==> src/rtl/ks4_chunk_add_seq.sv <==
// Multi-cycle WIDTH-bit adder: one 4-bit Kogge-Stone pass per clock, LS chunk first.
// Define KS_SEQ_OVF_EN to add the registered signed-overflow output ovf.

module kogge_stone_4 (
    input  logic [3:0] a_i,
    input  logic [3:0] b_i,
    input  logic       cin_i,
    output logic [3:0] sum_o,
    output logic       cout_o
);
    logic [3:0] g0, p0, g1, p1, g2, p2;
    logic [4:0] c;

    // Two-level parallel-prefix carry tree (span 1, then span 2), carry-in folded in last.
    always_comb begin
        g0    = a_i & b_i;
        p0    = a_i ^ b_i;
        g1[0] = g0[0];
        p1[0] = p0[0];
        for (int i = 1; i < 4; i++) begin
            g1[i] = g0[i] | (p0[i] & g0[i-1]);
            p1[i] = p0[i] & p0[i-1];
        end
        g2[1:0] = g1[1:0];
        p2[1:0] = p1[1:0];
        for (int i = 2; i < 4; i++) begin
            g2[i] = g1[i] | (p1[i] & g1[i-2]);
            p2[i] = p1[i] & p1[i-2];
        end
        c[0] = cin_i;
        for (int i = 0; i < 4; i++) begin
            c[i+1] = g2[i] | (p2[i] & cin_i);
        end
        sum_o  = p0 ^ c[3:0];
        cout_o = c[4];
    end
endmodule

module ks4_chunk_add_seq #(
    parameter int unsigned WIDTH = 16
) (
    input  logic             clk,
    input  logic             rst_n,
    input  logic             start,
    input  logic [WIDTH-1:0] in1,
    input  logic [WIDTH-1:0] in2,
    input  logic             cin,
    output logic             busy,
    output logic             done,
    output logic [WIDTH-1:0] sum,
    output logic             cout
`ifdef KS_SEQ_OVF_EN
    ,
    output logic             ovf
`endif
);
    localparam int unsigned CHUNKS = WIDTH / 4;
    localparam int unsigned IDX_W  = $clog2(CHUNKS);
    localparam logic [IDX_W-1:0] LAST_IDX = IDX_W'(CHUNKS - 1);

    typedef enum logic [1:0] {
        IDLE = 2'd0,
        RUN  = 2'd1,
        DONE = 2'd2
    } state_t;

    state_t           state_q, state_d;
    logic [WIDTH-1:0] op_a_q, op_a_d;
    logic [WIDTH-1:0] op_b_q, op_b_d;
    logic [WIDTH-1:0] acc_q, acc_d;
    logic [WIDTH-1:0] sum_q, sum_d;
    logic [IDX_W-1:0] idx_q, idx_d;
    logic             carry_q, carry_d;
    logic             cout_q, cout_d;
    logic             busy_q, busy_d;
    logic             done_q, done_d;
`ifdef KS_SEQ_OVF_EN
    logic             ovf_q, ovf_d;
`endif

    logic [IDX_W+1:0] bit_base;
    logic [3:0]       ks_a, ks_b, ks_sum;
    logic             ks_cout;
    logic [WIDTH-1:0] acc_upd;

    assign bit_base = {idx_q, 2'b00};
    assign ks_a     = op_a_q[bit_base +: 4];
    assign ks_b     = op_b_q[bit_base +: 4];

    kogge_stone_4 u_ks (
        .a_i    (ks_a),
        .b_i    (ks_b),
        .cin_i  (carry_q),
        .sum_o  (ks_sum),
        .cout_o (ks_cout)
    );

    // Accumulator with the current chunk merged in; on the last pass this is the full sum.
    always_comb begin
        acc_upd                = acc_q;
        acc_upd[bit_base +: 4] = ks_sum;
    end

    always_comb begin
        state_d = state_q;
        op_a_d  = op_a_q;
        op_b_d  = op_b_q;
        acc_d   = acc_q;
        sum_d   = sum_q;
        idx_d   = idx_q;
        carry_d = carry_q;
        cout_d  = cout_q;
`ifdef KS_SEQ_OVF_EN
        ovf_d   = ovf_q;
`endif
        unique case (state_q)
            IDLE, DONE: begin
                state_d = IDLE;
                if (start) begin
                    state_d = RUN;
                    op_a_d  = in1;
                    op_b_d  = in2;
                    carry_d = cin;
                    idx_d   = '0;
                end
            end
            RUN: begin
                acc_d   = acc_upd;
                carry_d = ks_cout;
                idx_d   = idx_q + IDX_W'(1);
                if (idx_q == LAST_IDX) begin
                    state_d = DONE;
                    idx_d   = '0;
                    sum_d   = acc_upd;
                    cout_d  = ks_cout;
`ifdef KS_SEQ_OVF_EN
                    ovf_d   = op_a_q[WIDTH-1] ^ op_b_q[WIDTH-1] ^ ks_sum[3] ^ ks_cout;
`endif
                end
            end
            default: state_d = IDLE;
        endcase
        busy_d = (state_d == RUN);
        done_d = (state_d == DONE);
    end

    always_ff @(posedge clk or negedge rst_n) begin
        if (!rst_n) begin
            state_q <= IDLE;
            op_a_q  <= '0;
            op_b_q  <= '0;
            acc_q   <= '0;
            sum_q   <= '0;
            idx_q   <= '0;
            carry_q <= 1'b0;
            cout_q  <= 1'b0;
            busy_q  <= 1'b0;
            done_q  <= 1'b0;
`ifdef KS_SEQ_OVF_EN
            ovf_q   <= 1'b0;
`endif
        end else begin
            state_q <= state_d;
            op_a_q  <= op_a_d;
            op_b_q  <= op_b_d;
            acc_q   <= acc_d;
            sum_q   <= sum_d;
            idx_q   <= idx_d;
            carry_q <= carry_d;
            cout_q  <= cout_d;
            busy_q  <= busy_d;
            done_q  <= done_d;
`ifdef KS_SEQ_OVF_EN
            ovf_q   <= ovf_d;
`endif
        end
    end

    assign busy = busy_q;
    assign done = done_q;
    assign sum  = sum_q;
    assign cout = cout_q;
`ifdef KS_SEQ_OVF_EN
    assign ovf  = ovf_q;
`endif

endmodule

==> config.mk <==
export PLATFORM = sky130hd
export DESIGN_NAME = ks4_chunk_add_seq
export DESIGN_NICKNAME = d
export VERILOG_FILES = /design/src/rtl/ks4_chunk_add_seq.sv
export SDC_FILE = /design/constraint.sdc
export NUM_CORES = 1
export LEC_CHECK = 0
export CAP_MARGIN = 10
export CORE_ASPECT_RATIO = 0.9
export CORE_MARGIN = 10
export CORE_UTILIZATION = 50
export CTS_CLUSTER_SIZE = 8
export DETAILED_ROUTE_END_ITERATION = 7
export DONT_BUFFER_PORTS = 1
export PLACE_DENSITY_LB_ADDON = 0.3
export SYNTH_ARGS = -nofsm -noshare
export SYNTH_HDL_FRONTEND = slang
export SYNTH_SLANG_ARGS = --single-unit
==> constraint.sdc <==
create_clock -name clk -period 4 [get_ports clk]
set_input_delay 0.8 -clock clk [delete_from_list [all_inputs] [get_ports clk]]
set_output_delay 0.8 -clock clk [all_outputs]
set_load 0.01 [all_outputs]
# Yosys cells after proc, flatten, opt, wreduce, memory -nomap -nowiden
# Index checks and enable logic that the tools add are counted.
[word_totals]
regBits = 72
in_bits = 36
out_inout_bits = 19
wordCells = 63
[op_classes]
n_addsub = 2
eq_ne = 6
shifts = 4
mux = 9
bitwise_logic = 26
n_reduce_logical = 6
[op_table]
columns = ["operator", "count"]
rows = [
  ["16-bit by 5-bit indexed part select with 4-bit output", 2],
  ["16-bit bitwise mux", 1],
  ["4-bit by 6-bit variable shift with 16-bit output (first input constant)", 1],
  ["4-bit by 6-bit indexed part select with 16-bit output", 1],
  ["1-bit bitwise AND", 14],
  ["1-bit bitwise OR", 9],
  ["2-bit case mux with 2 select lines", 2],
  ["4-bit XOR", 2],
  ["2-bit equality test (second input constant)", 3],
  ["2-bit two-way mux", 3],
  ["4-bit negator with 6-bit output", 1],
  ["2-bit AND reduction", 3],
  ["4-bit bitwise AND", 1],
  ["2-bit by 1-bit equality test with 1-bit output (second input constant)", 2],
  ["2-bit by 1-bit adder with 2-bit output (second input constant)", 1],
  ["2-bit zero test", 1],
  ["1-bit two-way mux", 2],
  ["2-bit inequality test (second input constant)", 1],
  ["1-bit case mux with 2 select lines", 1],
  ["2-bit nonzero test", 1],
  ["2-bit OR reduction", 1],
]

# Longest topological paths before layout
[logic_depth]
ltp_word = 9
ltp_mapped = 7
mapped_depth_nobuf = 5

# By module
# From an unflattened synthesis, not the netlist that was laid out.
[unflattened]
hier_cells = 335
area_unflattened_um2 = 3415.8
[modules_own_cells]
columns = ["module", "instances", "cells_each", "area_each_um2", "seq_area_each_um2"]
rows = [
  ["ks4_chunk_add_seq", 1, 322, 3283.1, 1801.7],
  ["kogge_stone_4", 1, 13, 132.6, 0.0],
]

# Worst setup path after synthesis
# OpenSTA, ideal clock, no wires.
[synth_path]
path_type = "flip-flop to flip-flop"
startpoint = "reg idx_q[0]"
endpoint = "reg acc_q[10]"
setup_time_ns = 0.139
arrival_time_ns = 2.276
t_required_ns = 3.861
slack_ns = 1.585
stages_incl_launch_ff = 7
n_path_buf = 1
period_less_slack_ns = 2.415
cell_sequence = "dfrtp_1 buf_4 mux4_2 ha_1 a21o_1 a211oi_2 o31ai_1"
[synth_via]
elab_chain_len = 9
word_cells_on_any_way = 24
classes_between = "1 x add/sub; 4 x shift; 1 x mux; 18 x bitwise"
[synth_lines]
columns = ["element", "line", "source"]
rows = [
  ["from (decl)", "72", "logic [IDX_W-1:0] idx_q, idx_d;"],
  ["from (signal assigned)", "168", "idx_q <= idx_d;"],
  ["16-bit by 5-bit indexed part select with 4-bit output (on tied branches)", "87, 88", ""],
  ["4-bit XOR or 4-bit bitwise AND (tied branches)", "17, 16", ""],
  ["1-bit bitwise AND (on tied branches)", "21, 22", ""],
  ["1-bit bitwise OR, or another cell as far along", "21", "g1[i] = g0[i] | (p0[i] & g0[i-1]);"],
  ["1-bit bitwise OR or 1-bit bitwise AND (tied branches)", "27, 32", ""],
  ["1-bit bitwise OR", "32", "c[i+1] = g2[i] | (p2[i] & cin_i);"],
  ["4-bit XOR", "34", "sum_o = p0 ^ c[3:0];"],
  ["4-bit by 6-bit indexed part select with 16-bit output", "101", "acc_upd[bit_base +: 4] = ks_sum;"],
  ["16-bit bitwise mux *", "101", ""],
  ["to (signal assigned)", "152", "acc_q <= '0;"],
  ["to (signal assigned)", "166", "acc_q <= acc_d;"],
  ["to (decl)", "70", "logic [WIDTH-1:0] acc_q, acc_d;"],
]
# Every way passes the cells marked *; elsewhere a longest branch is shown, timed or not.
# A chain may end at the register's enable or synchronous reset.

# Worst setup path after layout
[layout_path]
startpoint = "reg idx_q[0]"
endpoint = "reg sum_q[10] (netlist: sum[10])"
[layout_via]
elab_chain_len = 9
word_cells_on_any_way = 26
classes_between = "1 x add/sub; 1 x eq/ne; 4 x shift; 1 x mux; 18 x bitwise; 1 x reduce/logical"
[layout_lines]
columns = ["element", "line", "source"]
rows = [
  ["16-bit by 5-bit indexed part select with 4-bit output (on tied branches)", "87, 88", ""],
  ["4-bit XOR or 4-bit bitwise AND (tied branches)", "17, 16", ""],
  ["1-bit bitwise AND (on tied branches)", "21, 22", ""],
  ["1-bit bitwise OR, or another cell as far along", "21", ""],
  ["1-bit bitwise OR or 1-bit bitwise AND (tied branches)", "27, 32", ""],
  ["1-bit bitwise OR", "32", ""],
  ["4-bit XOR", "34", ""],
  ["4-bit by 6-bit indexed part select with 16-bit output", "101", ""],
  ["16-bit bitwise mux", "101", ""],
  ["to (signal assigned)", "167", "sum_q <= sum_d;"],
  ["to (decl)", "71", "logic [WIDTH-1:0] sum_q, sum_d;"],
]
# Parallel ways exist; a longest one is shown, timed or not.

==> flow_metrics.env <==
export IMPL_pwr_share_seq_pct=38.5
export IMPL_post_route_util_pct=55.3
export IMPL_multi_input_area_um2=1480
export IMPL_clk_pin_slew_worst_paths_ns=0.08
export IMPL_rsz0062_at_grt="no"
export IMPL_synth_top_family_by_area="simple AND/OR/NAND/NOR gates"
export IMPL_clk_latency_ns=0.34
export IMPL_p_total_mw=3.40
export IMPL_ys_seq_area_share_pct=52.8
export IMPL_end_kind="register"
export IMPL_core_area_um2=6620
export IMPL_yosysTopAreaCell="dfrtp_1"
export IMPL_post_cts_resized=0
export IMPL_syn_area_per_cell_um2=10.3
export IMPL_tightestPinTransition_ns=0.779
export IMPL_synth_area_um2=3410
export IMPL_clockBufferDepth=2
export IMPL_wl_per_cell_um=17.3
export IMPL_critPathKind="reg -> reg"
export IMPL_worst_ep_arrival_time_ns=3.11
export IMPL_fp_dieW_um=107
export IMPL_area_delta_synth_final_pct=7.22
export IMPL_startpoint_type="register"
export IMPL_cts_sinks=72
export IMPL_post_route_min_period_ns=2.91
export IMPL_htreeDepth=3
export IMPL_diodes=0
export IMPL_vias=2318
export IMPL_synth_xor_area_share_pct=0.257
export IMPL_port_buffers=0
export IMPL_synth_fa_ha_area_share_pct=4.25
export IMPL_ir_worst_vdd_uv=466
export IMPL_synthMuxAreaShare_pct=7.62
export IMPL_pwr_share_comb_pct=42.9
export IMPL_grt_pass1_wl_um=12000
export IMPL_ys_seq_elements=72
export IMPL_final_cells=421
export IMPL_synth_top_cell_area_share_pct=52.8
export IMPL_avgViaCountPerCell=5.51
export IMPL_clockPowerShare_pct=18.6
export IMPL_ys_types=35
export IMPL_synthTopCellsByArea="dfrtp_1, nand2_1, mux4_2"
export IMPL_seq_area_um2=1800
export IMPL_nFillCells=590
export IMPL_grt_max_degree=73
export IMPL_die_area_um2=10500
export IMPL_cts_tree="yes"
export IMPL_synth_compound_area_share_pct=11.0
export IMPL_hpwl_um=5120
export IMPL_p_leak_nw=1.74
export IMPL_totalWireLength_um=7280
export IMPL_cts_setup_buffers=0
export IMPL_drc=0
export IMPL_powerDensity_nw_per_um2=930
export IMPL_dr_pass1_iters=4
export IMPL_min_path_type="in -> async"
export IMPL_globalRouteTotalUtil_pct=14.2
export IMPL_cellInternalPower_mw=1.97
export IMPL_grt_pass1_vias=2415
export IMPL_net_switching_power_mw=1.44
export IMPL_ios=55
export IMPL_synth_simple_area_share_pct=20.2
export IMPL_synth_fp_nets=378
export IMPL_cts_buffers=9
export IMPL_drt_iter0_markers=122
export IMPL_fmax_ghz=0.344
export IMPL_die_h_um=98.4
export IMPL_max_cap_viol_count=0
export IMPL_syn_inst=331
export IMPL_antenna_found_initial=0
export IMPL_ys_warn_count=0
export IMPL_holdWs_ns=0.142
export IMPL_cts_hold_buf=0
export IMPL_slew_violations=0
export IMPL_swShare_pct=42.2
export IMPL_overflow=0
export IMPL_num_rows=28
export IMPL_max_slew_margin_pct=48.1
export IMPL_fin_skew_ns=0.00671
export IMPL_final_antenna_net_count=0
export IMPL_nets=373
export IMPL_required_ns=4.20
export IMPL_hold_viol=0
export IMPL_drive_gt1_share_pct=9.37
export IMPL_finalCritPeriodShare_pct=72.7
export IMPL_crit_path_max_fanout=18
export IMPL_outcome="completed"
export IMPL_setup_violations=0
export IMPL_gp_congestion=0.821
export IMPL_root_buffer="clkbuf_8"
export IMPL_place_inst=405
export IMPL_start_util_pct=51.5
export IMPL_setup_tns_final_ns=0
[power groups by stage]
stage	clock, mW	combinational (mW)	sequential, mW
finish	0.633	1.46	1.31
global route	0.673	1.63	1.36
CTS	0.646	1.46	1.32
detailed placement	0	1.45	1.33
global placement	0	1.42	1.33
floorplan	0	1.24	1.21
[layout by cell type (no fill, tap or decap), types with 7 or more instances in the layout]
cell type | netlist | layout
o31ai_1 | 18 | 18
nand2_1 | 114 | 114
mux4_2 | 8 | 8
clkbuf_8 | 0 | 10
inv_1 | 7 | 7
dfrtp_1 | 72 | 72
a221oi_1 | 10 | 10
mux2i_1 | 8 | 8
nor2_1 | 19 | 19
ha_1 | 10 | 10
nor2b_1 | 9 | 8
[stage by stage]
| stage | area [µm²] | setup WS, ns |
|---|---|---|
| finish | 3660 | 1.09 |
| floorplan | 3410 | 1.59 |
| global placement | 3440 | 1.16 |
| detailed placement | 3440 | 1.08 |
| CTS | 3660 | 1.07 |
| global route | 3660 | 0.861 |
[metal layers]
layer | vias up | part of all wire, % | global-route usage, %
met1 | 1114 | 44 | 16.9
met4 | 0 | 1.5 | 5.31
met2 | 63 | 47 | 22.6
met5 | - | 0 | 0
li1 | 1128 | - | -
met3 | 13 | 7.2 | 5.72
[critical path, stage by stage (launching register included)]
cell      delay [ns]
dfrtp_1         0.85
mux4_2          0.63
ha_1            0.34
a21o_1          0.22
a211oi_2        0.56
o31ai_1         0.16
[cells by family after synthesis]
logic type                 count (synthesis)
and+or+nand+nor                          158
DFF                                       72
AOI/OAI and AO/OA                         47
buffers and inverters                     26
muxes                                     16
adders and majority gates                 11
xor gates and xnor gates                   1
[worst paths after layout]
path | startpoint | endpoint | slack, ns | cells past startpoint
min | rst_n | sum[6] | 0.14 | 0
min in group clk | acc_q[7] | acc_q[7] | 0.47 | 2
max | idx_q[0] | sum[10] | 1.09 | 5
max reg2reg | idx_q[0] | sum[10] | 1.09 | 5
min reg2reg | acc_q[7] | acc_q[7] | 0.47 | 2
max in group asynchronous | rst_n | op_b_q[12] | 3.75 | 0
[cells in the mapped netlist]
cell / n
nand3b_1: 4
nand3b_2: 1
inv_2: 1
xor2_1: 1
and2_1: 1
and4bb_1: 1
nor2b_1: 9
a211oi_1: 1
and3_1: 2
nand2b_1: 2
dfrtp_1: 72
inv_1: 7
a21o_1: 2
a22o_1: 5
mux4_2: 8
clkbuf_1: 3
mux2i_1: 8
buf_2: 9
nand2_1: 114
a32o_1: 4
nor2_1: 19
buf_1: 1
a221oi_1: 10
a211oi_2: 1
and4b_1: 1
and4bb_2: 2
ha_1: 10
fa_1: 1
o21ai_0: 5
buf_4: 3
o31ai_1: 18
o21a_1: 1
buf_6: 2
nand3_1: 1
and2b_1: 1
[state kept, by name (all words and copies together) (netlist names)]
register  cells
acc_q        16
op_a_q       16
op_b_q       16
sum          16
idx_q         2
state_q       2
busy          1
carry_q       1
cout          1
done          1
[layout make-up]
class / instances / area share (%)
Tap cell: 90 / 3.08
Sequential cell: 72 / 49.2
Multi-Input combinational cell: 233 / 40.4
Timing Repair Buffer: 2 / 0.410
Clock buffer: 11 / 3.86
Clock inverter: 5 / 2.19
Inverter: 8 / 0.821
Note: power is estimated with default switching activity, not from simulation.
